File: src/rtl/irq_controller.sv
// irq_controller: interrupt flag/enable/master-enable registers, edge-detected
// level sources, and a RUN/HALT/STOP power-state FSM driving the CPU clock gate.
// Optional keypad interrupt logic is built when KEYPAD_IRQ_EN is defined.
module irq_controller (
    input  logic        clk_mem,
    input  logic        rst,
    input  logic [23:0] addr,
    input  logic [31:0] data_in,
    output logic [31:0] data_out,
    input  logic        read,
    input  logic        write,
    input  logic [1:0]  width,
    input  logic [13:0] irq_src,
    input  logic [9:0]  keys,
    output logic        irq,
    output logic        halt
);

    // Word indices (addr[11:2]) of the decoded registers
    localparam logic [9:0]  WordIrq      = 10'h080;  // 0x200: {IF, IE}
    localparam logic [9:0]  WordIme      = 10'h082;  // 0x208: IME
    localparam logic [9:0]  WordKey      = 10'h04C;  // 0x130: {KEYCNT, keys}
    localparam logic [9:0]  WordPow      = 10'h0C0;  // 0x300: HALTCNT in byte 1
    // Sources able to leave STOP: cartridge (13), keypad (12), serial (7)
    localparam logic [13:0] StopWakeMask = 14'h3080;

    typedef enum logic [1:0] {
        StRun,
        StHalt,
        StStop
    } state_e;

    logic [4:0]  shift;
    logic [9:0]  word_sel;
    logic [31:0] mask_raw;
    logic [31:0] wmask;
    logic [31:0] wdata;
    logic        wr_irq;
    logic        wr_ime;
    logic        wr_key;
    logic        wr_pow;

    logic [13:0] ie_q, ie_d;
    logic [13:0] if_q, if_d;
    logic [13:0] if_clr;
    logic [13:0] if_set;
    logic [13:0] prev_q;
    logic        ime_q, ime_d;
    logic        irq_q;
    logic [13:0] pending;

    state_e      state_q, state_d;
    logic        halt_q;

    logic [15:0] keycnt_rd;
    logic        key_rise;
    logic [31:0] rd_word;

    logic        unused;

    // Strobe and upper address bits carry no function; lanes outside fields are ignored
    assign unused = ^{read, addr[23:12], wmask, wdata};

    assign shift    = {addr[1:0], 3'b000};
    assign word_sel = addr[11:2];

    // Byte-lane mask of the access before alignment
    always_comb begin
        case (width)
            2'b00:   mask_raw = 32'h0000_00ff;
            2'b01:   mask_raw = 32'h0000_ffff;
            default: mask_raw = 32'hffff_ffff;
        endcase
    end

    assign wmask  = mask_raw << shift;
    assign wdata  = (data_in << shift) & wmask;
    assign wr_irq = write & (word_sel == WordIrq);
    assign wr_ime = write & (word_sel == WordIme);
    assign wr_key = write & (word_sel == WordKey);
    assign wr_pow = write & (word_sel == WordPow) & wmask[8];

    assign pending = ie_q & if_q;

`ifdef KEYPAD_IRQ_EN
    logic [9:0] key_sel_q;
    logic       key_en_q;
    logic       key_mode_q;
    logic       key_prev_q;
    logic [9:0] key_hit;
    logic       key_cond;

    // Selected keys that are currently pressed (keys are active-low)
    assign key_hit  = ~keys & key_sel_q;
    // AND mode needs every selected key down; empty selection never fires
    assign key_cond = key_en_q & (key_sel_q != 10'h0) &
                      (key_mode_q ? (key_hit == key_sel_q) : (key_hit != 10'h0));
    assign key_rise = key_cond & ~key_prev_q;
    assign keycnt_rd = {key_mode_q, key_en_q, 4'h0, key_sel_q};

    // KEYCNT register (upper half of word 0x130) and key_cond edge history
    always_ff @(posedge clk_mem or posedge rst) begin
        if (rst) begin
            key_sel_q  <= '0;
            key_en_q   <= 1'b0;
            key_mode_q <= 1'b0;
            key_prev_q <= 1'b0;
        end else begin
            key_prev_q <= key_cond;
            if (wr_key) begin
                key_sel_q <= (key_sel_q & ~wmask[25:16]) | (wdata[25:16] & wmask[25:16]);
                if (wmask[30]) key_en_q <= wdata[30];
                if (wmask[31]) key_mode_q <= wdata[31];
            end
        end
    end
`else
    logic unused_key;

    assign unused_key = wr_key;
    assign key_rise   = 1'b0;
    assign keycnt_rd  = 16'h0;
`endif

    // Next-state of IE, IME and IF; a same-cycle set overrides a clear
    always_comb begin
        ie_d   = ie_q;
        ime_d  = ime_q;
        if_clr = '0;
        if (wr_irq) begin
            ie_d   = (ie_q & ~wmask[13:0]) | wdata[13:0];
            if_clr = wdata[29:16];
        end
        if (wr_ime && wmask[0]) begin
            ime_d = wdata[0];
        end
        if_set     = irq_src & ~prev_q;
        if_set[12] = if_set[12] | key_rise;
        if_d       = (if_q & ~if_clr) | if_set;
    end

    // Interrupt registers, source edge history and the registered request
    always_ff @(posedge clk_mem or posedge rst) begin
        if (rst) begin
            ie_q   <= '0;
            if_q   <= '0;
            ime_q  <= 1'b0;
            prev_q <= '0;
            irq_q  <= 1'b0;
        end else begin
            ie_q   <= ie_d;
            if_q   <= if_d;
            ime_q  <= ime_d;
            prev_q <= irq_src;
            irq_q  <= ime_q & (pending != 14'h0);
        end
    end

    assign irq = irq_q;

    // Power FSM next state; HALT wakes on any enabled flag regardless of IME
    always_comb begin
        state_d = state_q;
        unique case (state_q)
            StRun: begin
                if (wr_pow) state_d = wdata[15] ? StStop : StHalt;
            end
            StHalt: begin
                if (pending != 14'h0) state_d = StRun;
            end
            StStop: begin
                if ((pending & StopWakeMask) != 14'h0) state_d = StRun;
            end
            default: state_d = StRun;
        endcase
    end

    // State register; halt decodes the next state so it tracks state_q exactly
    always_ff @(posedge clk_mem or posedge rst) begin
        if (rst) begin
            state_q <= StRun;
            halt_q  <= 1'b0;
        end else begin
            state_q <= state_d;
            halt_q  <= (state_d != StRun);
        end
    end

    assign halt = halt_q;

    // Combinational read path, right-aligned to the byte offset
    always_comb begin
        rd_word = 32'h0;
        case (word_sel)
            WordIrq: rd_word = {2'b00, if_q, 2'b00, ie_q};
            WordIme: rd_word = {31'h0, ime_q};
            WordKey: rd_word = {keycnt_rd, 6'h0, keys};
            default: rd_word = 32'h0;
        endcase
        data_out = rd_word >> shift;
    end

endmodule
File: config.mk
export PLATFORM = sky130hd
export DESIGN_NAME = irq_controller
export DESIGN_NICKNAME = d
export VERILOG_FILES = /design/src/rtl/irq_controller.sv
export SDC_FILE = /design/constraint.sdc
export NUM_CORES = 1
export LEC_CHECK = 0
export CAP_MARGIN = 20
export CORE_MARGIN = 2
export CORE_UTILIZATION = 40
export CTS_CLUSTER_SIZE = 30
export DETAILED_ROUTE_END_ITERATION = 10
export PLACE_DENSITY = 0.8
export SLEW_MARGIN = 20
export SYNTH_ARGS = -nofsm -noshare
export SYNTH_HDL_FRONTEND = slang
export SYNTH_SLANG_ARGS = --single-unit
File: constraint.sdc
create_clock -name clk_mem -period 8 [get_ports clk_mem]
set_clock_uncertainty 0.15 [all_clocks]
set_input_delay 1.6 -clock clk_mem [delete_from_list [all_inputs] [get_ports clk_mem]]
set_output_delay 1.6 -clock clk_mem [all_outputs]
set_load 0.03 [all_outputs]
==> impl_results.md, run 1 <==
* Status: completed
* Number of I/O pins at 120
* Height of the chip at 90.5 µm
* Part of the total power dissipated in sequential elements at 0.501
* Achievable frequency at 155 MHz
* Cts bufs inserted at 5
* CP Launch Point: addr[8]
* Post-synth design cell area at 2990 µm²
* Worst r2r dst: state_q[1]
* Clock latency at the later pin of the worst-skew pair at 300 ps
* Static power due to leakage at ~1.7 nW
* Setup tns final at 0 ps
* Pwr dens at 120 nW/µm²
* Crit path DAT at roughly 4700 ps
* Clock transition at the registers of the reported paths at 90 ps
* Library cell with the largest summed area after synthesis: sky130_fd_sc_hd__dfrtp_1
* Number of unique standard cell types used by synthesis at 48
* Avg WL per Cell at 18.8 µm
* Synthesized instance count at 320
* Post-synthesis register bit count at 47
* Time the worst path needs with I/O delays and setup at 6460 ps
* Number of antenna repair diodes at 0
* Layout cells sized above 1 at 0.0892
* IO buf count at 102
* Setup ws final at 1540 ps
* Overflow after GRT at 0
* Final Max Slew Viols at 0
* Post-Synthesis Mean Instance Area at 9.35 µm²
* Detailed-routing iteration count for the pre-antenna-repair pass at 5
* Combined area of the multi-input logic cells at 1640 µm²
* Share of Yosys cell area claimed by the top area cell type at 0.393
* Number of synthesized flops with an enable pin at 0
* Total of fill cells in the finished design at 663
* Post-Place Cell Area at 4060 µm²
* Synthesized-area fraction occupied by adder cells at 0
* Final cell area excluding filler cells at 4150 µm²
* Antenna-violating nets left at 0
* Primary flip-flop cell chosen by synthesis mapping: sky130_fd_sc_hd__dfrtp_1
* Signed area change from the synthesized netlist to the final layout at 38.8%
* Critical path fanouts, max at 9
* Routability-driven placement congestion ratio at ~0.9
* DIE AREA at 8190 µm²
* Ratio of routed vias to standard cells at roughly 5.9
* Starting density of the core at 0.413
* Pin slew with the least headroom to its limit at 1030 ps
* Largest net degree at the start of global routing at 48
* Most frequent cell after synthesis: sky130_fd_sc_hd__dfrtp_1
* Number of warnings issued by yosys at 0
* CTS tree: done
* Endpoint type of the worst setup path: output pin
* Hold Fails Final Rpt at 0
* Total wirelength of the detailed-routed design at 9640 µm
* # Max-Cap Violations at 0
* Overall via count from detail_route at 3,026
* Type of the worst min-delay path: reg2reg
* Total global routing track utilization at 0.239
* Placed wire-length estimate at slightly above 7000 µm
* Rel. slew slack at 0.310
* Switching Share at 0.276
* Wire length of the first global-routing pass at 15,800 µm
* Initial antenna violation count at 0
* CTS Root Cell: sky130_fd_sc_hd__clkbuf_8
* Sw power at 0.000137 W
* Worst reg-to-reg path cell count at 3
* Gates resized, CTS repair at 0
* Clock group share of total power at 0.290
* Worst R2R Start: state_q[0]
* Reg-to-reg setup timing slack at 6130 ps
* Mux share of post-synthesis cell area at 0.140
* Setup CP Type: in2out
* Final Util at 0.573
* Final worst path period share at 0.808
* Post-Synth Simple-Gate Area at 0.210
* Sequential area share after synthesis at 0.393
* Die Width at about 91 µm
* Largest cells by area after synthesis: sky130_fd_sc_hd__dfrtp_1, sky130_fd_sc_hd__mux2i_1, sky130_fd_sc_hd__o21ai_0, sky130_fd_sc_hd__mux4_2, sky130_fd_sc_hd__mux2_2
* DP Worst Slack at 1550 ps
* Critical Path Start Type: primary input
* Combinational Power Share at 0.209
* Worst ir drop on vdd at 0.0000649 V
* Number of design-rule violations left by the first detailed-router iteration at 314
* Internal power of the cells at 0.000359 W
* Commonest cells in the synthesized netlist: sky130_fd_sc_hd__dfrtp_1, sky130_fd_sc_hd__o21ai_0, sky130_fd_sc_hd__inv_1
* Number of global-route vias before repair at between 3,000 and 4,000
* CTS Buffer Depth at 2
* Combinational family with the most area after synthesis: simple AND/OR/NAND/NOR gates
* Cell row count at 31
* Area inside the core boundary at 7250 µm²
* Residual DRC count at 0
* Post-synthesis compound-gate area fraction at 0.195
* Hold_buf cts at 0
* Worst endpoint required time at 6250 ps
* Final setup fails at 0
* Async set-reset flop share out of synthesis at 1.00
* Count of clock tree sinks at 47
* Xor/xnor share of the synthesized area at 0
* RSZ-0062 raised after global routing: no
* # H-tree levels at 2
* Post-CTS repair timing setup buffer count at 0
* Overall power consumption at ~0.00050 W
* Critical path destination: data_out[19]
* Final Net Count at 500
* Sequential cell area in the final layout at 1180 µm²
## through the flow
stage	hold WS (ps)	instances
after floorplan	242	321
after global placement	243	506
after detailed placement	259	506
after CTS	275	514
after global routing	290	514
final	270	514
## cell families after synthesis
| family | count (synthesis) |
|---|---|
| other cells | 1 |
| flops | 47 |
| simple gates | 107 |
| compound gates | 90 |
| buf+inv | 42 |
| mux | 33 |
## cells in the final DEF (no fill, tap or decap), types with 2 or more instances in the layout
cell,instances
sky130_fd_sc_hd__a21oi_1,12
sky130_fd_sc_hd__a221oi_1,3
sky130_fd_sc_hd__a22o_1,8
sky130_fd_sc_hd__a22oi_1,15
sky130_fd_sc_hd__a32oi_1,2
sky130_fd_sc_hd__and3_1,11
sky130_fd_sc_hd__buf_4,3
sky130_fd_sc_hd__clkbuf_8,5
sky130_fd_sc_hd__clkdlybuf4s50_1,101
sky130_fd_sc_hd__clkinvlp_4,2
sky130_fd_sc_hd__conb_1,2
sky130_fd_sc_hd__dfrtp_1,47
sky130_fd_sc_hd__inv_1,22
sky130_fd_sc_hd__mux2_2,11
sky130_fd_sc_hd__mux2i_1,16
sky130_fd_sc_hd__mux4_2,6
sky130_fd_sc_hd__nand2_1,20
sky130_fd_sc_hd__nand2b_1,3
sky130_fd_sc_hd__nand3_1,6
sky130_fd_sc_hd__nand3b_1,11
sky130_fd_sc_hd__nand4_1,2
sky130_fd_sc_hd__nor2_1,22
sky130_fd_sc_hd__nor3_1,5
sky130_fd_sc_hd__nor3b_1,10
sky130_fd_sc_hd__nor4_1,2
sky130_fd_sc_hd__o21ai_0,29
sky130_fd_sc_hd__o21ai_1,3
sky130_fd_sc_hd__o22ai_1,4
sky130_fd_sc_hd__o2bb2ai_1,2
sky130_fd_sc_hd__o31ai_1,7
sky130_fd_sc_hd__or2_2,2
sky130_fd_sc_hd__or3_1,2
sky130_fd_sc_hd__or4_1,2
## power by group through the flow
stage | logic, W | clock network (W) | registers [W]
floorplan | 0.0000464 | 0 | 0.000256
global placement | 0.000102 | 0 | 0.000253
detailed placement | 0.000103 | 0 | 0.000254
CTS | 0.000103 | 0.000146 | 0.000249
global route | 0.000113 | 0.000158 | 0.000251
finish | 0.000104 | 0.000144 | 0.000249
## per-layer routing
layer  vias to the layer above  routed length, µm  GRT usage
li1                       1368                  -          -
met1                      1439               4060      0.333
met2                       196               4500      0.379
met3                        23                919     0.0434
met4                         0                165     0.0718
met5                         -                  0          0
## how the worst min path moves through the flow
stage	cells past startpoint	from	slack, ps	end
after global placement	1	prev_q[9]	240	if_q[9]
after global routing	1	prev_q[9]	290	if_q[9]
after CTS	1	prev_q[9]	270	if_q[9]
final	1	prev_q[9]	270	if_q[9]
after detailed placement	1	prev_q[9]	260	if_q[9]
after floorplan	1	prev_q[10]	240	if_q[10]
## critical path: stages
cell and delay [ps]:
sky130_fd_sc_hd__clkdlybuf4s50_1 430, sky130_fd_sc_hd__or4b_1 710, sky130_fd_sc_hd__nor4_4 660, sky130_fd_sc_hd__nand2b_1 380
sky130_fd_sc_hd__nor2_1 240, sky130_fd_sc_hd__clkdlybuf4s50_1 690
## area by class of cell
type                       instances  share of cell area
inverter                          23              0.0208
tap                               99              0.0298
clock buffer                       5              0.0166
sequential                        47               0.283
timing repair buffer             105               0.250
clock inverter                     3             0.00482
multi-input combinational        232               0.395
No activity file was read; power rests on OpenSTA's default activity.
==> run 2, diff against run 1 <==
Settings changed: PLACE_DENSITY 0.8 to 0.83.
Clock period 8 ns to 5.7 ns, I/O delays scaled along.
==> run 2 against run 1 <==
- first-iteration DRC count is 0.96% lower
- sequential share of layout area shrank 0.25 points
- die area unchanged
- largest cell class unchanged
- largest power group unchanged
==> impl_results.md, run 2 (synthesized netlist as in run 1, its figures left out) <==
* Worst endpoint required time at 4410 ps
* Number of antenna repair diodes at 0
* Status: completed
* DP Worst Slack at slightly below 400 ps
* Time the worst path needs with I/O delays and setup at 5350 ps
* Routability-driven placement congestion ratio at 0.980
* CTS Buffer Depth at 2
* Wire length of the first global-routing pass at 15,800 µm
* IO buf count at 102
* DIE AREA at between 8000 and 9000 µm²
* Setup tns final at 0 ps
* Finished Layout Cells at 518
* Initial antenna violation count at 0
* Part of the total power dissipated in sequential elements at 0.500
* Placed wire-length estimate at around 7400 µm
* Critical Path Start Type: primary input
* Final worst path period share at 0.938
* Area inside the core boundary at 7250 µm²
* Sw power at 0.000184 W
* Critical path destination: data_out[1]
* Final Max Slew Viols at 0
* Switching Share at 0.263
* Starting density of the core at 0.413
* Cell count of the worst hold path at 1
* Setup ws final at 353 ps
* CTS tree: done
* Ratio of routed vias to standard cells at 5.94
* Worst r2r dst: halt
* Hold Fails Final Rpt at 0
* Hold_buf cts at 0
* Cell row count at 31
* Overall power consumption at 0.000698 W
* Layout cells sized above 1 at 0.0979
* Crit path DAT at 4060 ps
* Residual DRC count at 0
* Endpoint type of the worst setup path: output pin
* CP Launch Point: addr[8]
* Clock latency at the later pin of the worst-skew pair at 300 ps
* Final setup fails at 0
* Number of design-rule violations left by the first detailed-router iteration at 311
* Count of clock tree sinks at 47
* Number of instances in the placed design at 511
* Avg WL per Cell at 18.9 µm
* Pin slew with the least headroom to its limit at 1000 ps
* Overflow after GRT at 0
* Static power due to leakage at 1.73 nW
* Gates resized, CTS repair at 0
* Height of the chip at 90.5 µm
* Critical path fanouts, max at 8
* Reg-to-reg setup timing slack at between 3000 and 4000 ps
* Die Width at 90.5 µm
* RSZ-0062 raised after global routing: no
* Total global routing track utilization at 0.241
* # H-tree levels at 2
* Worst ir drop on vdd at roughly 0.000085 V
* Largest net degree at the start of global routing at 48
* Detailed-routing iteration count for the pre-antenna-repair pass at 5
* Combinational Power Share at 0.210
* Rel. slew slack at 0.324
* Pwr dens at between 150 and 200 nW/µm²
* Setup CP Type: in2out
* Number of I/O pins at 120
* Achievable frequency at about 190 MHz
* Final Net Count at 505
* Total of fill cells in the finished design at 650
* Total wirelength of the detailed-routed design at 9780 µm
* Type of the worst min-delay path: reg2reg
* Overall via count from detail_route at ~3,100
* Signed area change from the synthesized netlist to the final layout at 40.0%
* Clock group share of total power at 0.290
* Antenna-violating nets left at 0
* Number of global-route vias before repair at 3,040
* Most frequent standard cell in the layout excluding fill and tap cells: sky130_fd_sc_hd__clkdlybuf4s50_1
* # Max-Cap Violations at 0
* Post-CTS repair timing setup buffer count at 0
* CTS Root Cell: sky130_fd_sc_hd__clkbuf_8
* Most used cells in the layout excluding fill and tap cells: sky130_fd_sc_hd__clkdlybuf4s50_1, sky130_fd_sc_hd__dfrtp_1, sky130_fd_sc_hd__o21ai_0, sky130_fd_sc_hd__nor2_1, sky130_fd_sc_hd__inv_1
* Internal power of the cells at 0.000515 W
* Clock transition at the registers of the reported paths at 80 ps
* Cts bufs inserted at 5
* Worst reg-to-reg path cell count at 4
* Worst R2R Start: if_q[12]
## run 2: cell types whose count changed in the layout (fill, tap and decap cells not counted), sizes merged
cell and delta:
buf +5, clkinvlp -2, clkbuf +1
## run 2: worst min-delay path by stage
stage | endpoint | from
2_1_floorplan | if_q[10] | prev_q[10]
3_5_place_dp | if_q[8] | prev_q[8]
4_1_cts | if_q[11] | prev_q[11]
5_1_grt | if_q[11] | prev_q[11]
3_3_place_gp | if_q[11] | prev_q[11]
6_report | if_q[11] | prev_q[11]
## run 2: cell type report
class / count / area, µm² / share of cell area
multi-input combinational: 232 / 1640 / 0.391
sequential: 47 / 1180 / 0.281
timing repair buffer: 110 / 1080 / 0.257
tap: 99 / 124 / 0.0296
inverter: 23 / 86.3 / 0.0206
clock buffer: 6 / 82.6 / 0.0197
clock inverter: 1 / 5.00 / 0.00119
## run 2: power by group through the flow
stage	clock network, W	logic, W	registers (W)
after floorplan	0	0.0000652	0.000359
after global placement	0	0.000144	0.000356
after detailed placement	0	0.000146	0.000356
after CTS	0.000206	0.000147	0.000349
after global routing	0.000218	0.000159	0.000351
final	0.000203	0.000147	0.000349
## run 2: critical path, cell delays in order
cell and delay [ps]:
sky130_fd_sc_hd__clkdlybuf4s50_1 450, sky130_fd_sc_hd__or4b_1 730, sky130_fd_sc_hd__o21ai_0 320, sky130_fd_sc_hd__a221oi_1 180, sky130_fd_sc_hd__o41ai_1 470, sky130_fd_sc_hd__clkdlybuf4s50_1 760
## run 2: layer usage
layer | global-route usage | vias to the layer above | part of all wire | wire, µm
met5 | 0 | - | 0 | 0
met4 | 0.0718 | 0 | 0.017 | 171
met3 | 0.0518 | 19 | 0.10 | 1020
met2 | 0.388 | 206 | 0.47 | 4590
met1 | 0.327 | 1468 | 0.41 | 4000
li1 | - | 1386 | - | -
## run 2: stage by stage
step                hold WS [ps]  instance area [µm²]  utilization
CTS                          280                 4190        0.578
global route                 285                 4190        0.578
floorplan                    242                 3000            -
detailed placement           265                 4100        0.565
global placement             245                 4100        0.565
finish                       276                 4190        0.578
==> run 3, diff against run 2 <==
Settings changed: MAX_ROUTING_LAYER set to met4.
==> run 3 against run 2 <==
- worst setup slack worse by 120 ps
- power is 0.57% higher
- critical path type unchanged
- count of clock-buffer cells in the layout unchanged
- highest routed layer unchanged
- first-iteration DRC count fell by 15%
- utilization is 0.38 points higher
- global-route usage rose by 0.85 points
==> impl_results.md, run 3 (synthesized netlist as in run 1, its figures left out) <==
* Status: completed
* Cell row count at 31
* DIE AREA at 8190 µm²
* IO buf count at 102
* Total global routing track utilization at 0.250
* Worst ir drop on vdd at 0.000103 V
* Cts bufs inserted at 5
* Total of fill cells in the finished design at 678
* Pwr dens at 167 nW/µm²
* Rel. slew slack at 0.328
* Largest net degree at the start of global routing at 48
* Residual DRC count at 0
* Placed wire-length estimate at around 7500 µm
* Pin slew with the least headroom to its limit at 1000 ps
* Final Net Count at 508
* Hold Fails Final Rpt at 0
* # H-tree levels at 2
* Worst endpoint required time at 4410 ps
* DP Worst Slack at ~140 ps
* Number of global-route vias before repair at a little over 3,000
* Worst R2R Start: state_q[0]
* Worst path max stage delay at 730 ps
* Final worst path period share at 0.960
* Starting density of the core at 0.413
* Final Max Slew Viols at 0
* Layout cells sized above 1 at 0.107
* Setup tns final at 0 ps
* Avg WL per Cell at 19.2 µm
* Wire length of the first global-routing pass at about 16,000 µm
* Most frequent standard cell in the layout excluding fill and tap cells: sky130_fd_sc_hd__clkdlybuf4s50_1
* Type of the worst min-delay path: reg2reg
* # Max-Cap Violations at 0
* Clock transition at the registers of the reported paths at 90 ps
* Static power due to leakage at roughly 1.7 nW
* Cell mode on critical path: sky130_fd_sc_hd__clkdlybuf4s50_1
* Overflow after GRT at 0
* Final setup fails at 0
* Die Width at 90.5 µm
* Clock latency at the later pin of the worst-skew pair at ~300 ps
* Crit path DAT at 4180 ps
* Number of I/O pins at 120
* Routability-driven placement congestion ratio at 0.916
* Number of design-rule violations left by the first detailed-router iteration at 264
* Critical path fanouts, max at 10
* Time the worst path needs with I/O delays and setup at roughly 5500 ps
* Worst Min Path Start: prev_q[11]
* RSZ-0062 raised after global routing: no
* Total wirelength of the detailed-routed design at 10,000 µm
* Achievable frequency at 183 MHz
* Critical-path top delay cell: sky130_fd_sc_hd__clkdlybuf4s50_1
* CP Launch Point: addr[8]
* Height of the chip at 90.5 µm
* Setup ws final at 230 ps
* Most used cells in the layout excluding fill and tap cells: sky130_fd_sc_hd__clkdlybuf4s50_1, sky130_fd_sc_hd__dfrtp_1, sky130_fd_sc_hd__o21ai_0, sky130_fd_sc_hd__nor2_1, sky130_fd_sc_hd__inv_1
* Ratio of routed vias to standard cells at 5.84
* CTS tree: done
* Sequence of cells on the critical path: clkdlybuf4s50_1 -> or4b_1 -> nor2_1 -> nand3_2 -> o22ai_1 -> clkdlybuf4s50_1
* Setup CP Type: in2out
* Count of clock tree sinks at 47
* Overall via count from detail_route at about 3,000
* CTS Root Cell: sky130_fd_sc_hd__clkbuf_8
* Signed area change from the synthesized netlist to the final layout at 40.9%
* Endpoint type of the worst setup path: output pin
* CTS Buffer Depth at 2
* Initial antenna violation count at 0
* Antenna-violating nets left at 0
* Hold_buf cts at 0
* Number of antenna repair diodes at 0
* Detailed-routing iteration count for the pre-antenna-repair pass at 5
* Area inside the core boundary at 7250 µm²
* Critical Path Start Type: primary input
run 3: repair_timing:
item                                    in CTS  in global routing
setup buffers                                0                  0
gates resized for setup                      0                  1
endpoints found under the setup margin       0                  2
run 3: final cells by class:
type / count / area, µm² / area share
multi-input combinational: 232 / 1640 / 0.390
tap: 99 / 124 / 0.0294
clock buffer: 6 / 82.6 / 0.0196
sequential: 47 / 1180 / 0.279
clock inverter: 1 / 5.00 / 0.00119
timing repair buffer: 113 / 1100 / 0.261
inverter: 23 / 86.3 / 0.0205
run 3: critical path: cells and delay by family:
| kind | cells | cell delay (ps) |
|---|---|---|
| AO/OA/AOI/OAI | 1 | 350 |
| buffers and inverters | 2 | 1180 |
| AND/OR/NAND/NOR | 3 | 1500 |
run 3: metrics by stage:
step / utilization / hold WS (ps) / power [W] / cell area [µm²] / std cells
final: 0.581 / 262 / 0.000702 / 4220 / 521
after global routing: 0.581 / 275 / 0.000733 / 4220 / 521
after CTS: 0.581 / 264 / 0.000705 / 4210 / 521
after detailed placement: 0.569 / 252 / 0.000505 / 4120 / 514
after global placement: 0.569 / 244 / 0.000501 / 4120 / 514
after floorplan: - / 242 / 0.000425 / 3000 / 321
run 3: report_power, final:
part / leakage [nW] / internal (W) / switching [W]
Combinational: 1.16 / 0.0000771 / 0.0000728
Clock: 0.0470 / 0.0000954 / 0.000108
Sequential: 0.544 / 0.000344 / 0.00000556
Total: 1.75 / 0.000516 / 0.000186
run 3: final timing paths:
kind / to / slack [ps] / depth (start not counted)
hold reg to reg: if_q[11] / 260 / 1
max in group asynchronous: ime_q / 3850 / 3
hold / removal: if_q[11] / 260 / 1
setup reg to reg: state_q[1] / 3810 / 3
min in group asynchronous: if_q[4] / 1140 / 3
setup / recovery: data_out[9] / 230 / 6
run 3: routing by layer:
| metal | part of all wire | global-route usage | vias up |
|---|---|---|---|
| met2 | 0.47 | 0.398 | 158 |
| met1 | 0.43 | 0.327 | 1479 |
| li1 | - | - | 1389 |
| met4 | 0.018 | 0.0641 | 0 |
| met5 | 0 | - | - |
| met3 | 0.079 | 0.0501 | 17 |
